--- src/rtl/mic_pkg.sv ---
// Shared constants, types and sequencer state encoding for the microphone
// frame sequencer and its channel-scheduling helpers.
package mic_pkg;

  localparam int         MIC_NUM_CH   = 6;
  localparam int         MIC_DW       = 24;
  localparam logic [2:0] MIC_HDR_CHAN = 3'd7;

  typedef logic [2:0]        mic_chan_t;
  typedef logic [MIC_DW-1:0] mic_sample_t;

  typedef enum logic [1:0] {
    IDLE,
    WAIT,
    SEND,
    DONE
  } seq_state_t;

endpackage

--- src/rtl/mic_frame_sequencer_if.sv ---
// Valid/ready sample stream carrying one channel sample (or header) per beat.
interface mic_frame_sequencer_if
  import mic_pkg::*;
#(
  parameter int DW = MIC_DW
) ();

  logic          m_valid;
  logic          m_ready;
  logic [DW-1:0] m_data;
  mic_chan_t     m_chan;
  logic          m_last;

  modport master (output m_valid, m_data, m_chan, m_last, input m_ready);
  modport slave  (input m_valid, m_data, m_chan, m_last, output m_ready);

endinterface

--- src/rtl/mic_ch_pick.sv ---
// Combinational channel picker: next enabled channel above idx, lowest
// enabled channel, and whether idx is the highest enabled channel.
module mic_ch_pick
  import mic_pkg::*;
#(
  parameter int NUM_CH = MIC_NUM_CH
) (
  input  logic [NUM_CH-1:0] mask,
  input  mic_chan_t         idx,
  output mic_chan_t         next_idx,
  output mic_chan_t         first_idx,
  output logic              is_last
);

  // Scan downwards so the last match seen is the lowest qualifying bit.
  always_comb begin
    next_idx  = idx;
    first_idx = '0;
    is_last   = 1'b1;
    for (int i = NUM_CH - 1; i >= 0; i--) begin
      if (mask[i]) begin
        first_idx = mic_chan_t'(i);
        if (mic_chan_t'(i) > idx) begin
          next_idx = mic_chan_t'(i);
          is_last  = 1'b0;
        end
      end
    end
  end

endmodule

--- src/rtl/mic_frame_sequencer.sv ---
// Captures 6-channel mic frames and serialises enabled channels onto a stream.
// Optional header beat per frame when MIC_FRAME_HEADER_EN is defined.
module mic_frame_sequencer
  import mic_pkg::*;
#(
  parameter int NUM_CH = MIC_NUM_CH,
  parameter int DW     = MIC_DW,
  parameter int FCNT_W = 16
) (
  input  logic                 clk,
  input  logic                 rst_n,
  input  logic                 cfg_start,
  input  logic                 cfg_stop,
  input  logic [NUM_CH-1:0]    cfg_ch_mask,
  input  logic [FCNT_W-1:0]    cfg_frame_num,
  input  logic                 mic_data_vld_i,
  input  logic [NUM_CH*DW-1:0] mic_data_i,
  mic_frame_sequencer_if.master m_if,
  output logic                 busy,
  output logic                 done,
  output logic                 ovf,
  output logic [FCNT_W-1:0]    drop_cnt,
  output logic [FCNT_W-1:0]    frame_cnt
);

  seq_state_t        state_reg;
  logic [NUM_CH-1:0] mask_reg;
  logic [FCNT_W-1:0] frame_num_reg;
  logic [FCNT_W-1:0] frame_cnt_reg;
  logic [FCNT_W-1:0] frame_cnt_next;
  logic [FCNT_W-1:0] drop_cnt_reg;
  logic [DW-1:0]     snap_reg [NUM_CH];
  logic [DW-1:0]     mic_words [NUM_CH];
  mic_chan_t         idx_reg;
  logic              stop_pending_reg;
  logic              ovf_reg;
  logic              busy_reg;
  logic              done_reg;
  logic              m_valid_reg;
  logic              hdr_active;

  mic_chan_t pick_next;
  mic_chan_t pick_first;
  logic      pick_last;

  for (genvar gi = 0; gi < NUM_CH; gi++) begin : g_unpack
    assign mic_words[gi] = mic_data_i[gi*DW +: DW];
  end

  mic_ch_pick #(.NUM_CH(NUM_CH)) u_pick (
    .mask      (mask_reg),
    .idx       (idx_reg),
    .next_idx  (pick_next),
    .first_idx (pick_first),
    .is_last   (pick_last)
  );

`ifdef MIC_FRAME_HEADER_EN
  logic hdr_reg;
  always_ff @(posedge clk) begin
    if (!rst_n) begin
      hdr_reg <= 1'b0;
    end else if (state_reg == WAIT && !cfg_stop && mic_data_vld_i) begin
      hdr_reg <= 1'b1;
    end else if (state_reg == SEND && m_if.m_ready) begin
      hdr_reg <= 1'b0;
    end
  end
  assign hdr_active = hdr_reg;
`else
  assign hdr_active = 1'b0;
`endif

  assign frame_cnt_next = frame_cnt_reg + FCNT_W'(1);

  always_ff @(posedge clk) begin
    if (!rst_n) begin
      state_reg        <= IDLE;
      mask_reg         <= '0;
      frame_num_reg    <= '0;
      frame_cnt_reg    <= '0;
      drop_cnt_reg     <= '0;
      idx_reg          <= '0;
      stop_pending_reg <= 1'b0;
      ovf_reg          <= 1'b0;
      busy_reg         <= 1'b0;
      done_reg         <= 1'b0;
      m_valid_reg      <= 1'b0;
      for (int i = 0; i < NUM_CH; i++) snap_reg[i] <= '0;
    end else begin
      done_reg <= 1'b0;
      case (state_reg)
        IDLE: begin
          if (cfg_start && !cfg_stop && |cfg_ch_mask) begin
            mask_reg      <= cfg_ch_mask;
            frame_num_reg <= cfg_frame_num;
            frame_cnt_reg <= '0;
            drop_cnt_reg  <= '0;
            ovf_reg       <= 1'b0;
            busy_reg      <= 1'b1;
            state_reg     <= WAIT;
          end
        end
        WAIT: begin
          if (cfg_stop) begin
            done_reg  <= 1'b1;
            state_reg <= DONE;
          end else if (mic_data_vld_i) begin
            snap_reg    <= mic_words;
            idx_reg     <= pick_first;
            m_valid_reg <= 1'b1;
            state_reg   <= SEND;
          end
        end
        SEND: begin
          if (cfg_stop) stop_pending_reg <= 1'b1;
          // A new frame while still serialising is dropped, snapshot untouched.
          if (mic_data_vld_i) begin
            ovf_reg <= 1'b1;
            if (drop_cnt_reg != {FCNT_W{1'b1}}) drop_cnt_reg <= drop_cnt_reg + FCNT_W'(1);
          end
          if (m_if.m_ready && !hdr_active) begin
            if (pick_last) begin
              frame_cnt_reg <= frame_cnt_next;
              m_valid_reg   <= 1'b0;
              // A stop arriving with the final beat still ends the session.
              if ((frame_num_reg != '0 && frame_cnt_next == frame_num_reg) ||
                  stop_pending_reg || cfg_stop) begin
                done_reg  <= 1'b1;
                state_reg <= DONE;
              end else begin
                state_reg <= WAIT;
              end
            end else begin
              idx_reg <= pick_next;
            end
          end
        end
        DONE: begin
          stop_pending_reg <= 1'b0;
          busy_reg         <= 1'b0;
          state_reg        <= IDLE;
        end
        default: state_reg <= IDLE;
      endcase
    end
  end

  assign m_if.m_valid = m_valid_reg;
  assign m_if.m_data  = hdr_active ? DW'(frame_cnt_reg) : snap_reg[idx_reg];
  assign m_if.m_chan  = hdr_active ? MIC_HDR_CHAN : idx_reg;
  assign m_if.m_last  = m_valid_reg && !hdr_active && pick_last;

  assign busy      = busy_reg;
  assign done      = done_reg;
  assign ovf       = ovf_reg;
  assign drop_cnt  = drop_cnt_reg;
  assign frame_cnt = frame_cnt_reg;

endmodule
--- src/flat_wrapper.sv ---
// flat-port wrapper written by rule: the top's interface ports become plain ports
module mic_frame_sequencer_flat import mic_pkg::*;
#(
  parameter int NUM_CH = MIC_NUM_CH,
  parameter int DW     = MIC_DW,
  parameter int FCNT_W = 16
)
  (clk, rst_n, cfg_start, cfg_stop, cfg_ch_mask, cfg_frame_num, mic_data_vld_i, mic_data_i, busy, done, ovf, drop_cnt, frame_cnt, m_if_m_valid, m_if_m_data, m_if_m_chan, m_if_m_last, m_if_m_ready);
  mic_frame_sequencer_if #(.DW(DW)) m_if_i ();
  input  logic clk;
  input  logic rst_n;
  input  logic cfg_start;
  input  logic cfg_stop;
  input  logic [NUM_CH-1:0] cfg_ch_mask;
  input  logic [FCNT_W-1:0] cfg_frame_num;
  input  logic mic_data_vld_i;
  input  logic [NUM_CH*DW-1:0] mic_data_i;
  output logic busy;
  output logic done;
  output logic ovf;
  output logic [FCNT_W-1:0] drop_cnt;
  output logic [FCNT_W-1:0] frame_cnt;
  output wire logic [$bits(m_if_i.m_valid)-1:0] m_if_m_valid;
  output wire logic [$bits(m_if_i.m_data)-1:0] m_if_m_data;
  output wire logic [$bits(m_if_i.m_chan)-1:0] m_if_m_chan;
  output wire logic [$bits(m_if_i.m_last)-1:0] m_if_m_last;
  input wire logic [$bits(m_if_i.m_ready)-1:0] m_if_m_ready;
  assign m_if_m_valid = m_if_i.m_valid;
  assign m_if_m_data = m_if_i.m_data;
  assign m_if_m_chan = m_if_i.m_chan;
  assign m_if_m_last = m_if_i.m_last;
  assign m_if_i.m_ready = m_if_m_ready;
  mic_frame_sequencer #(.NUM_CH(NUM_CH), .DW(DW), .FCNT_W(FCNT_W)) u_core (.clk(clk), .rst_n(rst_n), .cfg_start(cfg_start), .cfg_stop(cfg_stop), .cfg_ch_mask(cfg_ch_mask), .cfg_frame_num(cfg_frame_num), .mic_data_vld_i(mic_data_vld_i), .mic_data_i(mic_data_i), .m_if(m_if_i), .busy(busy), .done(done), .ovf(ovf), .drop_cnt(drop_cnt), .frame_cnt(frame_cnt));
endmodule
--- config.mk ---
export PLATFORM = sky130hd
export DESIGN_NAME = mic_frame_sequencer_flat
export DESIGN_NICKNAME = d
export VERILOG_FILES = /design/src/rtl/mic_pkg.sv /design/src/rtl/mic_frame_sequencer_if.sv /design/src/rtl/mic_ch_pick.sv /design/src/rtl/mic_frame_sequencer.sv /design/src/flat_wrapper.sv
export SDC_FILE = /design/constraint.sdc
export NUM_CORES = 1
export LEC_CHECK = 0
export ABC_AREA = 1
export CAP_MARGIN = 20
export CORE_ASPECT_RATIO = 1.5
export CORE_MARGIN = 1
export CORE_UTILIZATION = 56
export DETAILED_ROUTE_END_ITERATION = 16
export DONT_BUFFER_PORTS = 1
export PLACE_DENSITY = 0.81
export SYNTH_ARGS = -nofsm -noshare
export SYNTH_HDL_FRONTEND = slang
export SYNTH_HIERARCHICAL = 1
export SYNTH_SLANG_ARGS = --single-unit
--- constraint.sdc ---
create_clock -name clk -period 2.3 [get_ports clk]
set_clock_uncertainty 0.15 [all_clocks]
set_input_delay 0.115 -clock clk [delete_from_list [all_inputs] [get_ports clk]]
set_output_delay 0.115 -clock clk [all_outputs]
set_load 0.02 [all_outputs]
; Yosys cells after proc, flatten, opt, wreduce, memory -nomap -nowiden
; Cells that the tools add are included.
[op_classes]
add_sub_neg = 2
magnitude_cmp = 7
n_eq_ne = 15
muxes = 68
bitwise_logic = 2
reduce_logical = 24
[ops]
columns = op, n
row1 = 16-bit two-way mux, 5
row2 = 24-bit binary-select mux with 3-bit select, 1
row3 = 3-bit two-way mux, 22
row4 = 16-bit one-hot mux with 2 select lines, 2
row5 = 24-bit two-way mux, 2
row6 = "16-bit by 1-bit adder with 16-bit output, second input constant", 2
row7 = 1-bit two-way mux, 23
row8 = 16-bit equality test, 1
row9 = "16-bit inequality test, second input constant", 1
row10 = 16-bit nonzero test, 1
row11 = 2-bit two-way mux, 6
row12 = "2-bit inequality test, second input constant", 6
row13 = 4-bit AND reduction, 3
row14 = 1-bit one-hot mux with 2 select lines, 5
row15 = 5-bit AND reduction, 2
row16 = 2-bit one-hot mux with 4 select lines, 1
row17 = 2-bit nonzero test, 4
row18 = "1-bit by 3-bit > comparator with 1-bit output, first input constant", 2
row19 = "2-bit by 3-bit > comparator with 1-bit output, first input constant", 2
row20 = "3-bit > comparator, first input constant", 2
row21 = "2-bit by 1-bit inequality test with 1-bit output, second input constant", 3
row22 = 3-bit one-hot mux with 2 select lines, 1
row23 = 2-bit AND reduction, 3
row24 = 3-bit AND reduction, 2
row25 = other kinds (11), 16
[totals]
regBits = 208
input_bits = 172
out_inout_bits = 64
elab_cells = 135

; Logic depth before layout (Yosys ltp)
[depth]
depth_word = 16
ltp_mapped = 15
depth_no_buf = 15

; Hierarchy
; Netlist, hierarchy kept.
[by_module_without_submodules]
columns = mod, n_inst, cells_per_inst, area_each_um2, seq_area_each_um2
row1 = mic_frame_sequencer, 1, 1390, 9572.9, 4164.0
row2 = mic_ch_pick, 1, 35, 171.4, 0.0

; Least setup slack after synthesis
; No wires, ideal clock.
[synth_timing]
path_type = flip-flop to flip-flop
startpoint = reg u_core.idx_reg[2], in the netlist u_core/m_if.m_chan[2]
endpoint = reg u_core.frame_cnt_reg[2], in the netlist u_core/frame_cnt[2]
setup_time_ps = 71
t_arrival_ps = 1887
required_ps = 2079
setup_slack_ps = 192
path_stages_with_launch = 14
path_buffers = 1
period_less_slack_ps = 2108
cell_sequence = dfxtp_1 inv_1 nand3_2 nand2_2 nor3_2 nand2_1 inv_1 nor2_1 inv_1 nand2_1 nor2_1 buf_2 nand3_1 a21oi_1
[synth_via]
elab_chain_cells = 15
elab_cells_between_ends = 20
cone_classes = order compare (6) / eq/ne (1) / mux (12) / reduce/logical (1)
[synth_rtl]
columns = item, line_no
row1 = from (decl), mic_frame_sequencer.sv:34  ; mic_chan_t idx_reg;
row2 = from (signal assigned), mic_frame_sequencer.sv:110  ; idx_reg <= pick_first;
row3 = from (signal assigned), mic_frame_sequencer.sv:135  ; idx_reg <= pick_next;
row4 = 3-bit > comparator, mic_ch_pick.sv:23  ; if (mic_chan_t'(i) > idx) begin
row5 = 1-bit two-way mux, mic_ch_pick.sv:23
row6 = 1-bit two-way mux, mic_ch_pick.sv:21  ; if (mask[i]) begin
row7 = 1-bit two-way mux, mic_ch_pick.sv:23
row8 = 1-bit two-way mux, mic_ch_pick.sv:21
row9 = 1-bit two-way mux, mic_ch_pick.sv:23
row10 = 1-bit two-way mux, mic_ch_pick.sv:21
row11 = 1-bit two-way mux, mic_ch_pick.sv:23
row12 = 1-bit two-way mux, mic_ch_pick.sv:21
row13 = 1-bit two-way mux, mic_ch_pick.sv:23
row14 = 1-bit two-way mux, mic_ch_pick.sv:21
row15 = 1-bit two-way mux, mic_ch_pick.sv:23
row16 = 1-bit two-way mux *, mic_ch_pick.sv:21
row17 = via u_core.pick_last, mic_frame_sequencer.sv:44  ; logic pick_last;
row18 = 2-bit by 1-bit inequality test with 1-bit output (no source line) *, -
row19 = 4-bit AND reduction (no source line) *, -
row20 = to (signal assigned), mic_frame_sequencer.sv:124  ; frame_cnt_reg <= frame_cnt_next;
row21 = to (decl), mic_frame_sequencer.sv:29  ; logic [FCNT_W-1:0] frame_cnt_reg;
; Mark *: on every way through the listed nets, which the timed path passes. The rest lies on a longest branch.
; A chain may end at the register's enable or synchronous reset.

; Worst setup path in the final report
[layout_timing]
startpoint = reg u_core.state_reg[1]
endpoint = reg u_core.mask_reg[0]
[layout_via]
elab_chain_cells = 2
[layout_rtl]
columns = item, line_no
row1 = from (decl), mic_frame_sequencer.sv:26  ; seq_state_t state_reg;
row2 = from (signal assigned), mic_frame_sequencer.sv:78  ; state_reg <= IDLE;
row3 = from (signal assigned), mic_frame_sequencer.sv:101  ; state_reg <= WAIT;
row4 = from (signal assigned), mic_frame_sequencer.sv:107  ; state_reg <= DONE;
row5 = 2-bit logical NOT, mic_frame_sequencer.sv:92  ; case (state_reg)
row6 = 2-bit AND reduction (no source line), -
row7 = to (signal assigned), mic_frame_sequencer.sv:95  ; mask_reg <= cfg_ch_mask;
row8 = to (decl), mic_frame_sequencer.sv:27  ; logic [NUM_CH-1:0] mask_reg;
; Every way passes these cells.

==> metrics.cfg <==
[timing]
rsz0062_at_grt=true
hold_slack_ns=0.03193
post-route-min-period_ns=2.283
fmax_mhz=438.1
fin_ws_ns=0.01731
slew_violations=0
hold_viol_final=0
min_period_over_period_pct=99.25
worst_slew_margin_rel_pct=43.85
tns_ns=0
tightestPinTransition_ns=0.8413
setup_viol=0

[routing]
vias=11180
wirelength_um=35450
via_per_inst=6.061
dr.pass1.iters=9
drc=0
dr.first_iter.drc_count=1267
wire_per_inst_um=19.21
antenna_left=0

[placed_design]
gp_congestion=0.9543
dp.cells=1621
hpwlAfterDp_um=19160
port_buffers=0
place_ws_ns=0.1591

[setup_path]
crit_fanout=46
critPathBufInv=3
cpLargestDelayFamily=buffers and inverters
required_ns=2.57
slowest_stage=dlygate4sd3_1
startpoint_type=register
end_kind=register
critPathKind=register to register
crit_arrival_ns=2.55
path_cells=inv_1 > ha_1 > nand3_1 > buf_12 > o21ai_0 > dlygate4sd3_1 > a21oi_1
max_stage_delay_ns=0.58

[pwr]
sw_frac_of_total_pct=39.22
p_clk_share_pct=25.9
p_comb_share_pct=41.1
intPower_w=0.008271
vdd_drop_max_mv=0.8392
seqPwrFrac_pct=33.1
p_sw_w=0.005338
power_w=0.01361
cellLeakagePower_nw=5.544
powerDensity_mw_per_mm2=1046

[die]
io_pins=236
fp.dieH_um=163.6
coreArea_mm2=0.01691
die_w_um=109.7
start_util_pct=57.63
rows=58
die_area_mm2=0.01794

[clock_network]
clk_latency_ns=0.51
clk_path_buf_depth=3
cts_buffers=21
htreeDepth=1
clock-sinks=208
cts_tree=done
clk_pin_slew_ns=0.06
ctsRootBufferMaster=clkbuf_16

[grt]
grt_use_total_pct=37.72
grt_pass1_vias=10810
antenna_found_initial=5
grt_max_degree=161
grt_pass1_wl_um=52770
overflow=0

[synthesis]
synth_edf_count=0
synth-main-ff-cell=dfxtp_1
syn_area_per_cell_um2=6.838
yosysSeqAreaShare_pct=42.73
synth_cell_types=46
syn_inst=1425
syn-num-nets=1604
syn_area_mm2=0.009744
ys_warn_count=6
ys_ff_latch=208
async_flop_share_pct=0

[finish]
final_nets=1793
largest_reg_flops=144
layout.cells.non_filler=1845
final_common_cell=nor2_1
layout-drive-gt1-share_pct=10.26
final_cell_mix=nor2_1 (450), o21ai_0 (242), dfxtp_1 (206), dlygate4sd3_1 (174), nand2_1 (138)
syn2layout_area_growth_pct=33.53

[run]
cap_violations=0

[outcome]
status=completed

[hold_path]
hp-class=primary input to register

-- Yosys cell counts, types with 4 or more instances --
cell	count	area, µm²
xor2_1	5	43.79
nor3_1	9	45.04
nand4_1	8	50.05
o21ai_0	251	1256
nand2_1	140	525.5
ha_1	7	87.58
nor2_2	4	25.02
dfxtp_1	208	4164
nand3_1	47	235.2
nor2_1	454	1704
o32ai_1	24	210.2
inv_1	72	270.3
inv_2	4	15.01
clkbuf_1	71	266.5
nor2_4	4	45.04
buf_2	8	40.04
a21oi_1	45	225.2
nand2_2	6	37.54
a32oi_1	7	61.31
-- worst register-to-register path: stages (launching register included) --
cell and delay, ns:
dfxtp_1 0.42, inv_1 0.13, ha_1 0.23, nand3_1 0.18
buf_12 0.23, o21ai_0 0.14, dlygate4sd3_1 0.58, a21oi_1 0.13
-- power by group through the flow --
stage | clock network (W) | logic (W) | registers, W
finish | 0.00352 | 0.00559 | 0.00450
CTS | 0.00354 | 0.00489 | 0.00443
global placement | 0 | 0.00444 | 0.00447
detailed placement | 0 | 0.00448 | 0.00449
floorplan | 0 | 0.00295 | 0.00447
global route | 0.00368 | 0.00596 | 0.00454
-- area by class of cell --
type / instances / area, µm²
Multi-Input combinational cell: 1054 / 5029
Sequential cell: 208 / 4172
Fill cell: 1115 / 3897
Timing Repair Buffer: 253 / 2522
Clock buffer: 29 / 635.6
Inverter: 76 / 296.5
Tap cell: 210 / 262.8
Clock inverter: 8 / 76.32
Antenna cell: 7 / 17.52
-- metrics by stage --
step,area (µm²),utilization (%)
floorplan,9744,-
global placement,10270,60.76
detailed placement,10270,60.76
CTS,12790,75.63
global route,13010,76.92
finish,13010,76.95
-- cell families after synthesis --
logic type | count (synthesis) | synth area share [%]
AND/OR/NAND/NOR | 687 | 28.67
AO/OA/AOI/OAI | 350 | 19.79
adder cells (fa/ha/maj) | 7 | 0.8988
XOR/XNOR | 10 | 1.207
buffers and inverters | 163 | 6.703
flip-flops | 208 | 42.73
-- what timing repair did --
item	CTS	global route
buffers inserted	0	3
endpoints found under the hold margin	190	0
setup endpoints to repair	12	58
gates cloned	0	2
gates resized for setup	7	37
pin swaps	0	2
hold buffers	175	0
-- worst paths after layout --
check | start | slack (ns) | end | cells after the start
worst max register to register | u_core/state_reg[1]$_SDFFE_PN0P_ | 0.02 | u_core/mask_reg[0]$_SDFFE_PN0P_ | 7
worst min-delay path | rst_n | 0.03 | u_core/drop_cnt[15]$_SDFFE_PN0P_ | 2
worst max-delay path | u_core/state_reg[1]$_SDFFE_PN0P_ | 0.02 | u_core/mask_reg[0]$_SDFFE_PN0P_ | 7
worst min register to register | u_core/mask_reg[5]$_SDFFE_PN0P_ | 0.34 | u_core/mask_reg[5]$_SDFFE_PN0P_ | 2
-- routing by layer --
metal	routed length [µm]	global-route usage, %	vias to the layer above
met5	0	0	-
met4	2060	20.85	0
met3	3311	7.502	211
met2	17940	67.95	793
met1	12140	40.36	5116
li1	-	-	5063
No activity file was read; power rests on OpenSTA's default activity.
